--- config.mk ---
export PLATFORM = sky130hd
export DESIGN_NAME = mem_responder
export DESIGN_NICKNAME = d
export VERILOG_FILES = /design/src/rtl/mem_responder.sv
export SDC_FILE = /design/constraint.sdc
export NUM_CORES = 1
export LEC_CHECK = 0
export ABC_AREA = 1
export BUFFER_PORTS_ARGS = -buffer_cell sky130_fd_sc_hd__buf_2
export CAP_MARGIN = 20
export CORE_UTILIZATION = 43
export DETAILED_ROUTE_END_ITERATION = 16
export PLACE_DENSITY = 0.76
export SLEW_MARGIN = 15
export SYNTH_ARGS = -nofsm -noshare
export SYNTH_HDL_FRONTEND = slang
export SYNTH_SLANG_ARGS = --single-unit
--- constraint.sdc ---
create_clock -name clk -period 1.4 [get_ports clk]
set_input_delay 0.07 -clock clk [delete_from_list [all_inputs] [get_ports clk]]
set_output_delay 0.07 -clock clk [all_outputs]
set_load 0.02 [all_outputs]
--- src/rtl/mem_responder.sv ---
// Fixed-latency responder for the mem_req/mem_ready handshake over a DEPTH x DATA_W array.
// Latency: mem_req accepted at edge k -> one-cycle mem_ready pulse in the cycle after edge k+LATENCY.
// Backpressure: a single request is in flight; mem_req must go low once before the next is accepted.
// Build option: MEM_RESPONDER_WRITE_EN enables the write port; without it the array is read-only.
module mem_responder #(
  parameter int ADDR_W  = 8,
  parameter int DATA_W  = 8,
  parameter int LATENCY = 2
) (
  input  logic              clk,
  input  logic              rst_n,
  input  logic              mem_req,
  input  logic [ADDR_W-1:0] addr,
  input  logic              we,
  input  logic [DATA_W-1:0] wdata,
  output logic              mem_ready,
  output logic [DATA_W-1:0] data_out,
  output logic              busy
);

  localparam int DEPTH = 2 ** ADDR_W;

  localparam logic [1:0] IDLE    = 2'd0;
  localparam logic [1:0] WAIT    = 2'd1;
  localparam logic [1:0] RESP    = 2'd2;
  localparam logic [1:0] RELEASE = 2'd3;

  // WAIT always lasts at least one cycle, so the counter runs from LATENCY-1
  // down to zero and RESP is entered exactly LATENCY edges after acceptance.
  localparam logic [3:0] CNT_LOAD = 4'(LATENCY - 1);

  logic [1:0]        state;
  logic [3:0]        cnt;
  logic [ADDR_W-1:0] addr_q;
  logic              we_q;
  logic [DATA_W-1:0] mem [DEPTH];
  logic              commit;
  logic              accept;

  assign accept = (state == IDLE) && mem_req;
  // The access happens on the edge that moves WAIT -> RESP.
  assign commit = (state == WAIT) && (cnt == 4'd0);

`ifdef MEM_RESPONDER_WRITE_EN
  logic [DATA_W-1:0] wdata_q;

  // Capture write data at acceptance; later changes on wdata are ignored.
  always_ff @(posedge clk) begin
    if (rst_n && accept) begin
      wdata_q <= wdata;
    end
  end

  // Storage write port; gated by rst_n so a write caught by reset is dropped.
  always_ff @(posedge clk) begin
    if (rst_n && commit && we_q) begin
      mem[addr_q] <= wdata_q;
    end
  end
`else
  // Read-only build: write data is accepted on the port but never stored.
  logic unused_wdata;
  assign unused_wdata = ^wdata;
`endif

  // Handshake FSM, request latch, latency counter and registered outputs.
  always_ff @(posedge clk) begin
    if (!rst_n) begin
      state     <= IDLE;
      cnt       <= 4'd0;
      addr_q    <= '0;
      we_q      <= 1'b0;
      mem_ready <= 1'b0;
      data_out  <= '0;
      busy      <= 1'b0;
    end else begin
      case (state)
        IDLE: begin
          if (mem_req) begin
            addr_q <= addr;
            we_q   <= we;
            cnt    <= CNT_LOAD;
            state  <= WAIT;
            busy   <= 1'b1;
          end
        end
        WAIT: begin
          if (cnt != 4'd0) begin
            cnt <= cnt - 4'd1;
          end else begin
            state     <= RESP;
            mem_ready <= 1'b1;
            // Writes (or suppressed writes) leave data_out untouched.
            if (!we_q) begin
              data_out <= mem[addr_q];
            end
          end
        end
        RESP: begin
          state     <= RELEASE;
          mem_ready <= 1'b0;
        end
        default: begin
          // RELEASE: a request still held high is never re-accepted.
          if (!mem_req) begin
            state <= IDLE;
            busy  <= 1'b0;
          end
        end
      endcase
    end
  end

endmodule

==> results.sh, run 1 <==
export IMPL_ys_warnings_count=0
export IMPL_power_total_uw=1660
export IMPL_grt_overflow=0
export IMPL_yosys_top_cells_area="dfxtp_1 (27%), ha_1 (15%), buf_4 (10%)"
export IMPL_die_w_um=39.1
export IMPL_core_um2=1190
export IMPL_dp_hpwl_um=828
export IMPL_min_path_type="in2reg"
export IMPL_ir_worst_vdd_mv=1.05
export IMPL_slew_violations=0
export IMPL_layout_drive_gt1_share=0.146
export IMPL_vias=517
export IMPL_fmax_ghz=0.772
export IMPL_grtUsageMet2=0.304
export IMPL_hold_viol_final=0
export IMPL_p_leak_uw=0.000350
export IMPL_grt_pass1_wl_um=1730
export IMPL_cts_path_max_buffers=2
export IMPL_cp_arrival_ps=1440
export IMPL_met1_usage=0.182
export IMPL_die_h_um=39.1
export IMPL_drt_total_wl_um=1070
export IMPL_synthArstFlopShare=0
export IMPL_htree_levels=1
export IMPL_place_congestion=0.801
export IMPL_rsz0062_at_grt="no"
export IMPL_fin_crit_ps=1300
export IMPL_wl_per_cell_um=9.72
export IMPL_io_buffer_count=4
export IMPL_grt_pass1_vias=434
export IMPL_p_per_area_nw_per_um2=2620
export IMPL_cap_violations=0
export IMPL_finalCritPeriodShare=0.925
export IMPL_avgViaCountPerCell=4.70
export IMPL_netlist_top_cells_count="nand2_1 (16), nor2_1 (16), inv_1 (15)"
export IMPL_skew_ps=11.3
export IMPL_syn2layout_area_growth_pct=7.42
export IMPL_avgSynthCellArea_um2=6.64
export IMPL_synth_area_leader_cell="dfxtp_1"
export IMPL_synth_top_area_frac=0.271
export IMPL_status="completed"
export IMPL_top_usage_layer="met2"
export IMPL_criticalPathCategory="reg2reg"
export IMPL_diodes=0
export IMPL_first_pass_iters=4
export IMPL_post_cts_setup_buffers=0
export IMPL_antenna_found_initial=0
export IMPL_start_kind="register"
export IMPL_ys_ff_latch=8
export IMPL_row_count=12
export IMPL_layout_nets=125
export IMPL_ys_flop_type="dfxtp_1"
export IMPL_grtUsageMet3=0.104
export IMPL_ioPinCount=30
export IMPL_synth_edf_count=0
export IMPL_worst_skew_pair_late_latency_ps=260
export IMPL_cts_tree="yes"
export IMPL_ant_nets=0
export IMPL_setup_violations=0
export IMPL_globalRouteTotalUtil=0.180
export IMPL_syn_area_um2=591
export IMPL_grt_max_degree=9
export IMPL_cts_sinks=8
export IMPL_crit_fanout=6
export IMPL_syn_inst=89
export IMPL_required_ps=1550
export IMPL_numCtsBuffers=3
export IMPL_drcViolationCount=0
export IMPL_cts_clk_slew_worst_paths_ps=60
export IMPL_worstSetupEndpointType="register"
export IMPL_yosysUniqueCellTypes=16
export IMPL_die_area_um2=1530
export IMPL_cts_root_buf="clkbuf_4"
export IMPL_fillCellCount=115
export IMPL_seq_area_frac_synth=0.271
export IMPL_start_util=0.498
export IMPL_setup_tns_ps=0
export IMPL_drt_initial_drc_count=9
## state kept, by name, indices dropped and copies added, names as in the netlist
signal,flops
busy,1
cnt,4
mem_ready,1
state,2
## worst paths after layout
path,start,to,slack [ps],cells after the start
max,state[1],cnt[3],100,9
min,rst_n,cnt[1],100,3
max reg2reg,state[1],cnt[3],100,9
min reg2reg,cnt[1],cnt[1],510,2
## final cells by class
cell class | instances | area, µm² | share of cell area
timing repair buffer | 5 | 27.5 | 0.0434
sequential | 8 | 161 | 0.254
multi-input combinational | 65 | 349 | 0.550
tap | 14 | 17.5 | 0.0276
clock buffer | 3 | 22.5 | 0.0355
inverter | 15 | 56.3 | 0.0888
## report_power, final
part | switching, µW | total, µW | internal [µW]
logic | 665 | 1070 | 400
registers | 76.7 | 418 | 341
clock network | 81.9 | 180 | 98.3
## stage by stage
| step | utilization | hold slack (ps) | area [µm²] | std cells | worst slack (ps) |
|---|---|---|---|---|---|
| final | 0.535 | 102 | 634 | 110 | 105 |
| after global routing | 0.535 | 121 | 634 | 110 | 2.66 |
| after CTS | 0.526 | 106 | 624 | 110 | 56.1 |
| after detailed placement | 0.507 | 380 | 602 | 107 | 53.0 |
| after global placement | 0.507 | 380 | 602 | 107 | 89.6 |
| after floorplan | - | 191 | 617 | 96 | 196 |
## cell usage in the layout, fill, tap and decap left out
cell,netlist,routed
a21boi_0,1,1
a21oi_1,3,3
buf_2,0,4
buf_4,8,1
clkbuf_4,0,3
conb_1,1,8
dfxtp_1,8,7
dfxtp_2,0,1
ha_1,7,5
ha_2,0,2
inv_1,15,15
nand2_1,16,16
nand2_2,1,1
nand3_1,4,4
nand4_1,2,2
nor2_1,16,16
nor2_2,1,1
o211ai_1,1,1
o21ai_0,4,3
o21ai_2,0,1
o21bai_1,1,1
## routing by layer
layer,vias up,routed length (µm),share of wire
met5,-,0,0
met4,0,10,0.0094
met3,2,70,0.065
met2,15,488,0.46
met1,228,499,0.47
li1,272,-,-
## cells by family (layout without fill, tap and decap cells)
kind of cell / after synthesis / after routing / share of synthesized area
other cells: 1 / 8 / 0.00635
compound gates: 10 / 10 / 0.0975
fa+ha+maj: 7 / 7 / 0.148
buf+inv: 23 / 23 / 0.197
simple gates: 40 / 40 / 0.280
flops: 8 / 8 / 0.271
## worst max-delay path, stage by stage (launching register included)
cell	delay (ps)
dfxtp_1	300
inv_1	110
ha_2	250
nor2_1	70
nor2_2	130
nand2_2	100
inv_1	80
nand2_1	50
inv_1	50
nor2_1	30
## what timing repair did
action	in CTS	in global routing
hold buffers	0	0
setup endpoints to repair	0	5
gates resized for setup	0	5
(Power assumes the default switching activity.)
==> run 2, diff against run 1 <==
--- a/config.mk
+++ b/config.mk
@@ -11,6 +11,7 @@
 export CORE_UTILIZATION = 43
 export DETAILED_ROUTE_END_ITERATION = 16
 export PLACE_DENSITY = 0.76
+export RECOVER_POWER = 100
 export SLEW_MARGIN = 15
 export SYNTH_ARGS = -nofsm -noshare
 export SYNTH_HDL_FRONTEND = slang
==> run 2 against run 1 <==
Effect of this change: sequential share of layout area rose by 0.10 points; first-iteration DRC count unchanged; non-clock buffer count unchanged; global-route usage stayed put; combinational power is essentially flat; sequential power about the same; via count unchanged; largest power group unchanged; largest cell class unchanged.
==> results.sh, run 2 (synthesis results as in run 1) <==
export IMPL_multi_input_area_um2=349
export IMPL_wl_per_cell_um=9.71
export IMPL_required_ps=1550
export IMPL_top_usage_layer="met2"
export IMPL_final_cells=110
export IMPL_ioPinCount=30
export IMPL_setup_tns_ps=0
export IMPL_io_buffer_count=4
export IMPL_top_regs="cnt x4, state x2"
export IMPL_place_congestion=0.801
export IMPL_largest_register_ffs=4
export IMPL_cp_arrival_ps=1450
export IMPL_avgViaCountPerCell=4.70
export IMPL_crit_fanout=6
export IMPL_hold_viol_final=0
export IMPL_grtUsageMet2=0.304
export IMPL_numCtsBuffers=3
export IMPL_die_area_um2=1530
export IMPL_worst_skew_pair_late_latency_ps=260
export IMPL_ir_worst_vdd_mv=1.05
export IMPL_cts_clk_slew_worst_paths_ps=60
export IMPL_syn2layout_area_growth_pct=6.99
export IMPL_holdWs_ps=102
export IMPL_slew_violations=0
export IMPL_grt_max_degree=9
export IMPL_status="completed"
export IMPL_drcViolationCount=0
export IMPL_drt_total_wl_um=1070
export IMPL_path_cells="inv_1 > ha_2 > nor2_1 > nor2_2 > nand2_2 > inv_1 > nand2_1 > inv_1 > nor2_1"
export IMPL_fillCellCount=117
export IMPL_min_path_type="in2reg"
export IMPL_cp_num_buf_inv=3
export IMPL_p_per_area_nw_per_um2=2620
export IMPL_start_kind="register"
export IMPL_fmax_ghz=0.772
export IMPL_met1_usage=0.182
export IMPL_grt_overflow=0
export IMPL_drt_initial_drc_count=9
export IMPL_start_util=0.498
export IMPL_grt_pass1_vias=434
export IMPL_cts_sinks=8
export IMPL_critPathSlowestCell="dfxtp_1"
export IMPL_cap_violations=0
export IMPL_grtUsageMet3=0.104
export IMPL_p_leak_uw=0.000342
export IMPL_placed_cells=107
export IMPL_vias=517
export IMPL_layout_drive_gt1_share=0.125
export IMPL_slowest_delay_ps=300
export IMPL_die_w_um=39.1
export IMPL_cts_path_max_buffers=2
export IMPL_cp_top_family="simple AND/OR/NAND/NOR gates"
export IMPL_first_pass_iters=4
export IMPL_post_cts_setup_buffers=0
export IMPL_htree_levels=1
export IMPL_diodes=0
export IMPL_top_register="cnt"
export IMPL_crit_path_frequent_cell="inv_1"
export IMPL_regArea_um2=161
export IMPL_mostFrequentLayoutCells="nor2_1 (16), nand2_1 (16), inv_1 (15)"
export IMPL_worstSetupEndpointType="register"
export IMPL_finalCritPeriodShare=0.926
export IMPL_cts_root_buf="clkbuf_4"
export IMPL_row_count=12
export IMPL_layout_nets=125
export IMPL_rsz0062_at_grt="no"
export IMPL_cts_tree="yes"
export IMPL_criticalPathCategory="reg2reg"
export IMPL_ant_nets=0
export IMPL_setup_violations=0
export IMPL_dp_hpwl_um=828
export IMPL_antenna_found_initial=0
export IMPL_skew_ps=11.2
export IMPL_grt_pass1_wl_um=1730
export IMPL_fin_crit_ps=1300
export IMPL_core_um2=1190
export IMPL_globalRouteTotalUtil=0.180
export IMPL_die_h_um=39.1
==> run 2: cell types whose count changed in the layout (fill, tap and decap cells not counted) <==
| cell | delta |
|---|---|
| clkbuf_1 | +2 |
| buf_2 | -2 |
==> run 2: tightest hold or removal path, cell delays in order <==
cell	delay [ps]
buf_2	150
o21ai_2	70
nor2_1	30
==> run 2: metal layers <==
layer / routed length [µm] / vias to the layer above
li1: - / 272
met4: 10 / 0
met3: 71 / 2
met1: 499 / 228
met2: 487 / 15
met5: 0 / -
==> run 2: power breakdown <==
part | switching (µW) | internal, µW | leakage (µW) | total, µW
sequential | 77.3 | 341 | 0.0000664 | 418
clock | 81.9 | 98.3 | 0.0000138 | 180
combinational | 665 | 394 | 0.000261 | 1060
total | 825 | 833 | 0.000342 | 1660
==> run 2: cell type report <==
| class | count | area share |
|---|---|---|
| tap | 14 | 0.0277 |
| inverter | 15 | 0.0891 |
| clock buffer | 3 | 0.0356 |
| multi-input combinational | 65 | 0.552 |
| sequential | 8 | 0.255 |
| timing repair buffer | 5 | 0.0396 |
==> run 2: what timing repair did <==
item,4_1_cts,5_1_grt
setup endpoints to repair,0,5
resized for setup,0,5
hold buffers,0,0
==> run 2: per-stage QoR <==
stage,power [µW],setup slack (ps),instance area (µm²),util
global route,1850,2.66,632,0.533
CTS,1630,56.1,624,0.526
global placement,1390,89.6,602,0.507
floorplan,1230,196,617,-
detailed placement,1450,53.0,602,0.507
finish,1660,104,632,0.533
==> run 2: worst paths after layout <==
check                           startpoint      to  slack [ps]  cells past startpoint
worst max-delay path              state[1]  cnt[3]         100                      9
worst min-delay path                 rst_n  cnt[1]         100                      3
worst min register to register      cnt[1]  cnt[1]         510                      2
worst max register to register    state[1]  cnt[3]         100                      9
==> run 3, diff against run 2 <==
--- a/config.mk
+++ b/config.mk
@@ -12,6 +12,7 @@
 export DETAILED_ROUTE_END_ITERATION = 16
 export PLACE_DENSITY = 0.76
 export RECOVER_POWER = 100
+export SETUP_SLACK_MARGIN = 0.4
 export SLEW_MARGIN = 15
 export SYNTH_ARGS = -nofsm -noshare
 export SYNTH_HDL_FRONTEND = slang
==> constraint.sdc (replaced) <==
create_clock -name clk -period 1.49 [get_ports clk]
set_input_delay 0.0745 -clock clk [delete_from_list [all_inputs] [get_ports clk]]
set_output_delay 0.0745 -clock clk [all_outputs]
set_load 0.02 [all_outputs]
==> run 3 against run 2 <==
Effect of this change: worst setup slack better by 120 ps; core utilization up 7.9 points; critical endpoint is now cnt[1]; register-to-register slack improved by 120 ps.
==> results.sh, run 3 (synthesis results as in run 1) <==
export IMPL_status="completed"
export IMPL_start_kind="register"
export IMPL_die_w_um=39.1
export IMPL_globalRouteTotalUtil=0.161
export IMPL_critPathSlowestCell="dfxtp_4"
export IMPL_core_um2=1190
export IMPL_layout_nets=128
export IMPL_htree_levels=1
export IMPL_largest_register_ffs=4
export IMPL_cts_tree="yes"
export IMPL_placed_cells=106
export IMPL_final_cells=114
export IMPL_start_util=0.498
export IMPL_first_pass_iters=4
export IMPL_die_area_um2=1530
export IMPL_cts_clk_slew_worst_paths_ps=60
export IMPL_p_leak_uw=0.000360
export IMPL_finalCritPeriodShare=0.849
export IMPL_fmax_ghz=0.790
export IMPL_mostFrequentLayoutCells="nand2_1 (17), nor2_1 (13), inv_1 (10)"
export IMPL_worst_skew_pair_late_latency_ps=260
export IMPL_drcViolationCount=0
export IMPL_drt_total_wl_um=1080
export IMPL_syn2layout_area_growth_pct=22.9
export IMPL_slew_violations=0
export IMPL_die_h_um=39.1
export IMPL_path_cells="inv_6 > ha_4 > inv_2 > nor2_2 > nor2_2 > nand2_1 > inv_1 > nor2_1 > nor2_1"
export IMPL_fin_crit_ps=1270
export IMPL_cap_violations=0
export IMPL_top_register="cnt"
export IMPL_top_regs="cnt x4, state x2"
export IMPL_ioPinCount=30
export IMPL_p_per_area_nw_per_um2=2530
export IMPL_crit_fanout=5
export IMPL_layout_commonest_cell="nand2_1"
export IMPL_ir_worst_vdd_mv=1.22
export IMPL_grt_pass1_vias=384
export IMPL_diodes=0
export IMPL_min_path_type="in2reg"
export IMPL_grt_max_degree=9
export IMPL_cts_sinks=8
export IMPL_slowest_delay_ps=370
export IMPL_setup_tns_ps=0
export IMPL_setup_violations=0
export IMPL_worstSetupEndpointType="register"
export IMPL_numCtsBuffers=3
export IMPL_criticalPathCategory="reg2reg"
export IMPL_hold_viol_final=0
export IMPL_cp_num_buf_inv=3
export IMPL_drt_initial_drc_count=6
export IMPL_grtUsageMet3=0.0694
export IMPL_grt_overflow=0
export IMPL_dp_hpwl_um=740
export IMPL_cp_arrival_ps=1420
export IMPL_antenna_found_initial=0
export IMPL_top_usage_layer="met2"
export IMPL_cts_path_max_buffers=2
export IMPL_cts_root_buf="clkbuf_4"
export IMPL_vias=508
export IMPL_io_buffer_count=4
export IMPL_ant_nets=0
export IMPL_ctsHoldBuffers=0
export IMPL_place_congestion=0.755
export IMPL_grt_pass1_wl_um=1570
export IMPL_skew_ps=4.20
export IMPL_rsz0062_at_grt="yes"
export IMPL_layout_drive_gt1_share=0.260
export IMPL_avgViaCountPerCell=4.46
export IMPL_met1_usage=0.190
export IMPL_wl_per_cell_um=9.48
export IMPL_grtUsageMet2=0.246
export IMPL_cp_top_family="simple AND/OR/NAND/NOR gates"
export IMPL_required_ps=1640
export IMPL_row_count=12
## run 3: cell types whose count changed in the layout (fill, tap and decap cells not counted), moves of 2 or more
| cell | change |
|---|---|
| ha_1 | -3 |
| o21ai_1 | +2 |
| nor2_2 | +3 |
| inv_1 | -5 |
| dfxtp_4 | +2 |
| ha_4 | +4 |
| inv_2 | +3 |
| nor2_1 | -3 |
| buf_4 | +3 |
## run 3: layer usage
metal,routed length [µm],vias to the layer above
met3,50,4
met2,496,14
li1,-,284
met4,14,0
met1,520,206
met5,0,-
## run 3: metrics by stage
step                      hold slack (ps)  worst slack (ps)  total power (µW)  utilization  area (µm²)
after floorplan                       186               394              1300            -         659
after global placement                380               308              1440        0.537         637
after detailed placement              383               291              1470        0.537         637
after CTS                             110               294              1710        0.572         678
after global routing                  128               139              2030        0.612         726
final                                 121               225              1840        0.612         726
## run 3: path summary, 6_finish.rpt
path,slack [ps],depth (start not counted),start,to
worst min-delay path,120,3,rst_n,state[0]
worst max-delay path,220,9,state[0],cnt[1]
worst min register to register,490,2,cnt[1],cnt[1]
worst max register to register,220,9,state[0],cnt[1]
## run 3: cell type report
type,instances,area (µm²)
fill,111,460
multi-input combinational,65,403
sequential,8,168
inverter,15,63.8
timing repair buffer,8,47.5
clock buffer,4,26.3
tap,14,17.5
## run 3: timing repair
item | in CTS | in global routing
resized for setup | 4 | 9
endpoints found under the setup margin | 6 | 8
setup buffers | 1 | 3
hold endpoints to repair | 0 | 0
pin swaps | 2 | 5
## run 3: where the power goes
part           internal [µW]  switching, µW
sequential               335            105
clock                    103           81.1
combinational            523            692
total                    962            877
## run 3: tightest hold or removal path, delay by kind of cell
family | cells | cell delay [ps]
and+or+nand+nor | 2 | 110
buffers and inverters | 1 | 150
